===== config.mk =====
export PLATFORM = sky130hd
export DESIGN_NAME = uart_tx_fifo
export DESIGN_NICKNAME = d
export VERILOG_FILES = /design/src/rtl/uart_tx_fifo.sv
export SDC_FILE = /design/constraint.sdc
export NUM_CORES = 1
export LEC_CHECK = 0
export ABC_CLOCK_PERIOD_IN_PS = 3100
export CAP_MARGIN = 20
export CORE_ASPECT_RATIO = 1.25
export CORE_MARGIN = 8
export CORE_UTILIZATION = 59
export DETAILED_ROUTE_END_ITERATION = 6
export GPL_TIMING_DRIVEN = 0
export PLACE_DENSITY = 0.79
export SLEW_MARGIN = 0
export SYNTH_ARGS = -nofsm -noshare
export SYNTH_HDL_FRONTEND = slang
export SYNTH_SLANG_ARGS = --single-unit

===== constraint.sdc =====
create_clock -name clk -period 3.1 [get_ports clk]
set_input_delay 0.31 -clock clk [delete_from_list [all_inputs] [get_ports clk]]
set_output_delay 0.31 -clock clk [all_outputs]
set_load 0.02 [all_outputs]

===== src/rtl/uart_tx_fifo.sv =====
// UART transmitter (8N1, LSB first, N clocks per bit) fed by a FIFO_DEPTH-entry byte FIFO.
// Define UART_TX_PARITY_EN to insert an even-parity bit before the stop bit (11*N-cycle frame).
module uart_tx_fifo #(
    parameter int unsigned N          = 8,
    parameter int unsigned FIFO_DEPTH = 4
) (
    input  logic       clk,
    input  logic       rst_n,
    input  logic       tx_vld,
    input  logic [7:0] tx_data,
    output logic       tx_rdy,
    output logic       uart_data,
    output logic       tx_busy
);
    localparam int unsigned AW = $clog2(FIFO_DEPTH);
    localparam int unsigned CW = (N > 1) ? $clog2(N) : 1;
    localparam logic [CW-1:0] CNT_LAST = CW'(N - 1);
    localparam logic [AW:0]   DEPTH_C  = (AW + 1)'(FIFO_DEPTH);

    typedef enum logic [2:0] {
        S_IDLE,
        S_START,
        S_DATA,
`ifdef UART_TX_PARITY_EN
        S_PARITY,
`endif
        S_STOP
    } state_t;

    logic [7:0]    r_mem [FIFO_DEPTH];
    logic [AW-1:0] r_wr_ptr;
    logic [AW-1:0] r_rd_ptr;
    logic [AW:0]   r_count;
    logic [AW:0]   w_count_nxt;
    logic          w_push;
    logic          w_pop;
    logic          w_fifo_ne;
    logic [7:0]    w_head;

    state_t        r_state;
    state_t        w_state_nxt;
    logic [CW-1:0] r_cnt;
    logic [CW-1:0] w_cnt_nxt;
    logic [2:0]    r_idx;
    logic [2:0]    w_idx_nxt;
    logic [7:0]    r_sh;
    logic [7:0]    w_sh_nxt;
    logic          r_line;
    logic          w_line_nxt;
    logic          r_busy;
    logic          w_last;
`ifdef UART_TX_PARITY_EN
    logic          r_par;
    logic          w_par_nxt;
`endif

    assign tx_rdy    = (r_count < DEPTH_C);
    assign w_push    = tx_vld && tx_rdy;
    assign w_fifo_ne = (r_count != '0);
    assign w_head    = r_mem[r_rd_ptr];
    assign w_last    = (r_cnt == CNT_LAST);
    assign uart_data = r_line;
    assign tx_busy   = r_busy;

    always_ff @(posedge clk) begin
        if (w_push) begin
            r_mem[r_wr_ptr] <= tx_data;
        end
    end

    always_comb begin
        w_count_nxt = r_count;
        case ({w_push, w_pop})
            2'b10:   w_count_nxt = r_count + 1'b1;
            2'b01:   w_count_nxt = r_count - 1'b1;
            default: w_count_nxt = r_count;
        endcase
    end

    always_ff @(posedge clk or negedge rst_n) begin
        if (!rst_n) begin
            r_wr_ptr <= '0;
            r_rd_ptr <= '0;
            r_count  <= '0;
        end else begin
            if (w_push) begin
                r_wr_ptr <= r_wr_ptr + 1'b1;
            end
            if (w_pop) begin
                r_rd_ptr <= r_rd_ptr + 1'b1;
            end
            r_count <= w_count_nxt;
        end
    end

    always_ff @(posedge clk or negedge rst_n) begin
        if (!rst_n) begin
            r_state <= S_IDLE;
            r_cnt   <= '0;
            r_idx   <= '0;
            r_sh    <= '0;
            r_line  <= 1'b1;
            r_busy  <= 1'b0;
`ifdef UART_TX_PARITY_EN
            r_par   <= 1'b0;
`endif
        end else begin
            r_state <= w_state_nxt;
            r_cnt   <= w_cnt_nxt;
            r_idx   <= w_idx_nxt;
            r_sh    <= w_sh_nxt;
            r_line  <= w_line_nxt;
            r_busy  <= (w_state_nxt != S_IDLE) || (w_count_nxt != '0);
`ifdef UART_TX_PARITY_EN
            r_par   <= w_par_nxt;
`endif
        end
    end

    // The line register is loaded with the value of the upcoming bit on the
    // edge that ends the current one, so uart_data is glitch-free and registered.
    always_comb begin
        w_state_nxt = r_state;
        w_cnt_nxt   = w_last ? '0 : r_cnt + 1'b1;
        w_idx_nxt   = r_idx;
        w_sh_nxt    = r_sh;
        w_line_nxt  = r_line;
        w_pop       = 1'b0;
`ifdef UART_TX_PARITY_EN
        w_par_nxt   = r_par;
`endif
        unique case (r_state)
            S_IDLE: begin
                w_cnt_nxt  = '0;
                w_line_nxt = 1'b1;
                if (w_fifo_ne) begin
                    w_pop       = 1'b1;
                    w_sh_nxt    = w_head;
                    w_line_nxt  = 1'b0;
                    w_state_nxt = S_START;
`ifdef UART_TX_PARITY_EN
                    w_par_nxt   = ^w_head;
`endif
                end
            end
            S_START: begin
                if (w_last) begin
                    w_idx_nxt   = '0;
                    w_line_nxt  = r_sh[0];
                    w_state_nxt = S_DATA;
                end
            end
            S_DATA: begin
                if (w_last) begin
                    w_sh_nxt = {1'b0, r_sh[7:1]};
                    if (r_idx != 3'd7) begin
                        w_idx_nxt  = r_idx + 1'b1;
                        w_line_nxt = r_sh[1];
                    end else begin
`ifdef UART_TX_PARITY_EN
                        w_line_nxt  = r_par;
                        w_state_nxt = S_PARITY;
`else
                        w_line_nxt  = 1'b1;
                        w_state_nxt = S_STOP;
`endif
                    end
                end
            end
`ifdef UART_TX_PARITY_EN
            S_PARITY: begin
                if (w_last) begin
                    w_line_nxt  = 1'b1;
                    w_state_nxt = S_STOP;
                end
            end
`endif
            S_STOP: begin
                if (w_last) begin
                    if (w_fifo_ne) begin
                        w_pop       = 1'b1;
                        w_sh_nxt    = w_head;
                        w_line_nxt  = 1'b0;
                        w_state_nxt = S_START;
`ifdef UART_TX_PARITY_EN
                        w_par_nxt   = ^w_head;
`endif
                    end else begin
                        w_line_nxt  = 1'b1;
                        w_state_nxt = S_IDLE;
                    end
                end
            end
            default: begin
                w_line_nxt  = 1'b1;
                w_state_nxt = S_IDLE;
            end
        endcase
    end

endmodule

# Word-level counts from Yosys, hierarchy flattened
# Memories as Yosys holds them, arrays and structs flattened.
# Index checks and enable logic that the tools add are counted.
[totals] input_bits=11 mem_count=1 word_cells=68 ram_bits=32 register_bits=26 latch_bits=0 romBits=0
[op_classes] div=0 reduce_logical=11 addsub=6 n_shift=0 magnitude_cmp=1 n_mux=29 n_mul=0 n_eq_ne=11 n_bitwise=0
[memory_table] memory="r_mem" depth=4 word_bits=8 read_ports=1 rd_clocked_by_memory_dff=0 write_ports=1 line="30" rtl="logic [7:0] r_mem [FIFO_DEPTH];"
[op_table] op="$mux 3" count=10
[op_table] op="$mux 8" count=3
[op_table] op="$pmux 8 s3" count=1
[op_table] op="$pmux 3 s2" count=2
[op_table] op="$pmux 3 s4" count=1
[op_table] op="$reduce_bool 3->1" count=4
[op_table] op="$mux 1" count=10
[op_table] op="$add 3x1->3 const B" count=3
[op_table] op="$ne 2x2->1 const B" count=4
[op_table] op="$eq 3x2->1 const B" count=2
[op_table] op="$reduce_and 3->1" count=2
[op_table] op="$add 2x1->2 const B" count=2
[op_table] op="$pmux 1 s4" count=1
[op_table] op="$reduce_and 4->1" count=1
[op_table] op="$eq 3x1->1 const B" count=1
[op_table] op="$eq 3x3->1 const B" count=1
[op_table] op="$logic_not 3->1" count=1
[op_table] op="$lt 3x3->1 const B" count=1
[op_table] op="$ne 3x3->1 const B" count=1
[op_table] op="$sub 3x1->3 const B" count=1
[op_table] op="$eq 2x1->1 const B" count=1
[op_table] op="$eq 2x2->1 const B" count=1
[op_table] op="$pmux 1 s2" count=1
[op_table] op="$reduce_bool 2->1" count=1
[op_table] op="other kinds (2)" count=2

# Depth between registers and ports, before layout
[logic_depth] word_depth=8 depth_mapped=12

# Least setup slack after synthesis
# OpenSTA, ideal clock, no wires.
[synth_path] path_type="register -> register" from="register r_cnt[0]" to="register r_busy, in the netlist tx_busy" arrival_time_ns=2.369 synth_period_minus_slack_ns=2.498 path_buffers=1 t_required_ns=2.971 setup_ns=0.129 path_stages_with_launch=13 slack_ns=0.602 path_cell_list="dfrtp_1 ha_1 ha_1 buf_2 nand3_1 a211oi_1 ha_1 inv_1 fa_1 xor2_1 nor2_1 xnor2_1 nand3b_1"
[synth_between] elab_chain_len=7 elab_cells_between_ends=13 classes_between="3 x eq/ne; 7 x mux; 3 x reduce/logical"
[synth_rtl] element="start: declaration" line="42" rtl="logic [CW-1:0] r_cnt;"
[synth_rtl] element="start signal: assignment" line="109" rtl="r_cnt <= w_cnt_nxt;"
[synth_rtl] element="$eq 3x3->1 *" line="61" rtl="assign w_last = (r_cnt == CNT_LAST);"
[synth_rtl] element="$mux 1 *" line="179" rtl="if (w_last) begin"
[synth_rtl] element="$pmux 1 s2 *" line="132" rtl="unique case (r_state)"
[synth_rtl] element="via w_pop" line="36" rtl="logic w_pop;"
[synth_rtl] element="$eq 2x1->1 / $eq 2x2->1 (equally long branches)" line="73" rtl="case ({w_push, w_pop})"
[synth_rtl] element="$pmux 3 s2 *" line="73"
[synth_rtl] element="via w_count_nxt[2]" line="34" rtl="logic [AW:0] w_count_nxt;"
[synth_rtl] element="$reduce_bool 3->1 *" line="113" rtl="r_busy <= (w_state_nxt != S_IDLE) || (w_count_nxt != '0);"
[synth_rtl] element="$logic_or 1x1->1 *" line="113"
[synth_rtl] element="end signal: assignment" line="113"
[synth_rtl] element="end: declaration" line="50" rtl="logic r_busy;"
# The timed path passes the listed nets; every way through them passes the cells marked *.
# A chain may end at the register's enable or synchronous reset.

# Final worst setup path
# Same ends and word-level chain as after synthesis.

==> qor.csv <==
metric,value,unit
area_growth,17.7,%
numPortBuffers,13,
core_area,4290,um2
power.leakage,1.24,nW
viasPerCell,5.58,
final_core_util,70.6,%
cts_max_level,3,
synth_ff_type,edfxtp_1,
max_stage_delay,0.39,ns
num_vias,1406,
start_util,60.0,%
netlist.area_leader.share,37.3,%
die-area,6750,um2
cp_cell_sequence,ha_1 -> ha_1 -> buf_2 -> nand3_1 -> a211oi_2 -> ha_1 -> inv_1 -> fa_1 -> xor2_1 -> nor2_1 -> xnor2_1 -> nand3b_1,
fin_worst_skew,0.00428,ns
crit_top_cell,ha_1,
power_per_cell_area,896,nW/um2
numCtsBuffers,9,
rrSetupSlack,0.35,ns
synth_fp_nets,185,
die_h,89.8,um
remaining_drc_errors,0,
cts_root_buf,clkbuf_8,
cp-end-kind,flip-flop,
grt_pass1_wl,6.92,mm
fin_crit,2.75,ns
diodes,0,
cts_sinks,58,
place_congestion,0.838,
status,completed,
setup_viol,0,
cp-start-kind,flip-flop,
critPathBufInv,2,
drv_cap,0,
grt_antenna_before_repair,0,
clkLatencyLatePin,0.32,ns
synth_commonest_cells,"edfxtp_1, dfrtp_1, inv_1",
rsz0062_at_grt,false,
path_class,flip-flop to flip-flop,
first_iter_violations,63,
fmax,0.364,GHz
ir_worst_vdd,0.540,mV
postRouteAntennaNets,0,
wl_per_cell,16.2,um
yosysMostFrequentCell,edfxtp_1,
drive_gt1_share,23.2,%
drtPass1Iterations,4,
tns,0,ns
grt_max_degree,27,
synth-seq-area-share,62.7,%
cp_slowest_cell,a211oi_2,
synth_seq_cells,58,
cts.path.max_buffers,2,
async_flop_share,44.8,%
arrival,2.94,ns
hold_path_class,input pin to async pin,
slew_headroom,59.9,%
required,3.29,ns
synth.distinct_cells,39,
hold_violations,0,
ios,14,
fin_nets,210,
fp.dieW,75.1,um
drt_wl_total,4.09,mm
post_synth_inst_count,164,
grt_pass1_vias,1484,
hpwl,2.86,mm
yosysWarnings,0,
synth_area,2570,um2
critPathMaxFanout,10,
synth_area_leaders,"edfxtp_1, dfrtp_1, mux4_2, ha_1, mux2_4",
grt_usage,13.7,%
fin_crit_sh,88.6,%
synth_area_per_cell,15.7,um2
rows,27,
clk_pin_slew,0.06,ns
synth_edf_count,32,
yosysTopAreaCell,edfxtp_1,
tightest_slew,0.602,ns
grt_overflow,0,
cts_tree,built,
maxSlewViolCount,0,
critPathTopFamily,adder cells,
[state kept, by name, summed over array words and instances (netlist names)]
register   cells
r_sh           8
r_count        3
r_rd_ptr       2
uart_data      1
r_cnt          3
r_mem         32
r_idx          3
r_state        3
tx_busy        1
r_wr_ptr       2
[power by group]
group | total [mW] | internal (mW) | switching [mW] | leakage [nW]
clock network | 0.805 | 0.530 | 0.276 | 0.120
logic | 0.798 | 0.420 | 0.378 | 0.513
registers | 1.11 | 1.02 | 0.0943 | 0.604
[cell families after synthesis]
logic type / share of synthesized area, %
buf+inv: 3.50
fa+ha+maj: 5.15
xor+xnor: 2.04
simple gates: 6.37
other cells: 0.146
mux: 15.4
compound gates: 4.72
flops: 62.7
[routing by layer]
metal  global-route usage, %  vias up  wire, um
met1                    14.6      713      1580
met3                    4.67        9       193
li1                        -      648         -
met5                       0        -         0
met4                    6.89        0        79
met2                    22.9       36      2230
[worst register-to-register path: stages, from the launching register on]
cell	delay, ns
dfrtp_1	0.36
ha_1	0.15
ha_1	0.17
buf_2	0.21
nand3_1	0.12
a211oi_2	0.39
ha_1	0.26
inv_1	0.06
fa_1	0.38
xor2_1	0.15
nor2_1	0.11
xnor2_1	0.09
nand3b_1	0.16
[repair_timing]
item	in CTS	in global routing
setup buffers	0	0
hold buffers	0	0
gates resized for setup	0	1
endpoints found under the setup margin	0	1
[metrics by stage]
step                area, um2  std cells  total power [mW]  hold WS, ns  worst slack, ns
floorplan                2570        164              1.71       0.0144            0.602
global placement         2780        235              1.86        0.430            0.356
detailed placement       2780        235              1.92        0.452            0.236
CTS                      3010        251              2.74        0.460            0.227
global route             3030        252              2.86        0.252            0.155
finish                   3030        252              2.71        0.235            0.353
[final cells by class]
type                    count  area (um2)
flip-flops and latches     58        1610
clock buffers              10         128
plain buffers               7        45.0
well taps                  58        72.6
fillers                   289        1260
inverters                  12        45.0
repair buffers             14         145
multi-input cells          87         876
clock inverters             6         105
[worst paths after layout]
path | startpoint | endpoint | cells after the start
hold / removal | rst_n | r_cnt[2] | 1
min in group clk | r_cnt[0] | r_cnt[0] | 1
setup reg to reg | r_cnt[0] | tx_busy | 12
setup / recovery | r_cnt[0] | tx_busy | 12
hold reg to reg | r_cnt[0] | r_cnt[0] | 1
max in group asynchronous | rst_n | r_sh[6] | 2
[cells in the final DEF (no fill, tap or decap), types with 2 or more instances in the layout]
cell             synthesis  routed
a21oi_1                  3       3
mux2i_1                  4       4
edfxtp_1                32      32
dfrtp_1                 25      25
nand3b_1                 2       2
clkbuf_1                 2       3
o211ai_1                 2       2
nor3b_1                  2       2
inv_1                   12      12
nor2_1                   3       3
xor2_1                   2       2
nor2b_1                  3       3
mux4_1                   2       2
buf_6                    2       2
mux2_2                   7       7
and2_1                   4       4
clkinv_2                 0       3
ha_1                     9       9
clkbuf_8                 0       9
nor3_1                   4       4
buf_2                    3       3
a22o_1                   2       2
or3_1                    2       2
bufinv_16                0       3
clkdlybuf4s50_1          0      13
nand3_1                  3       3
mux4_2                   6       6
mux2_4                   6       6
xnor2_1                  4       4
nand2_1                  4       4
o21ai_0                  2       2
No activity file was read; power rests on OpenSTA's default activity.
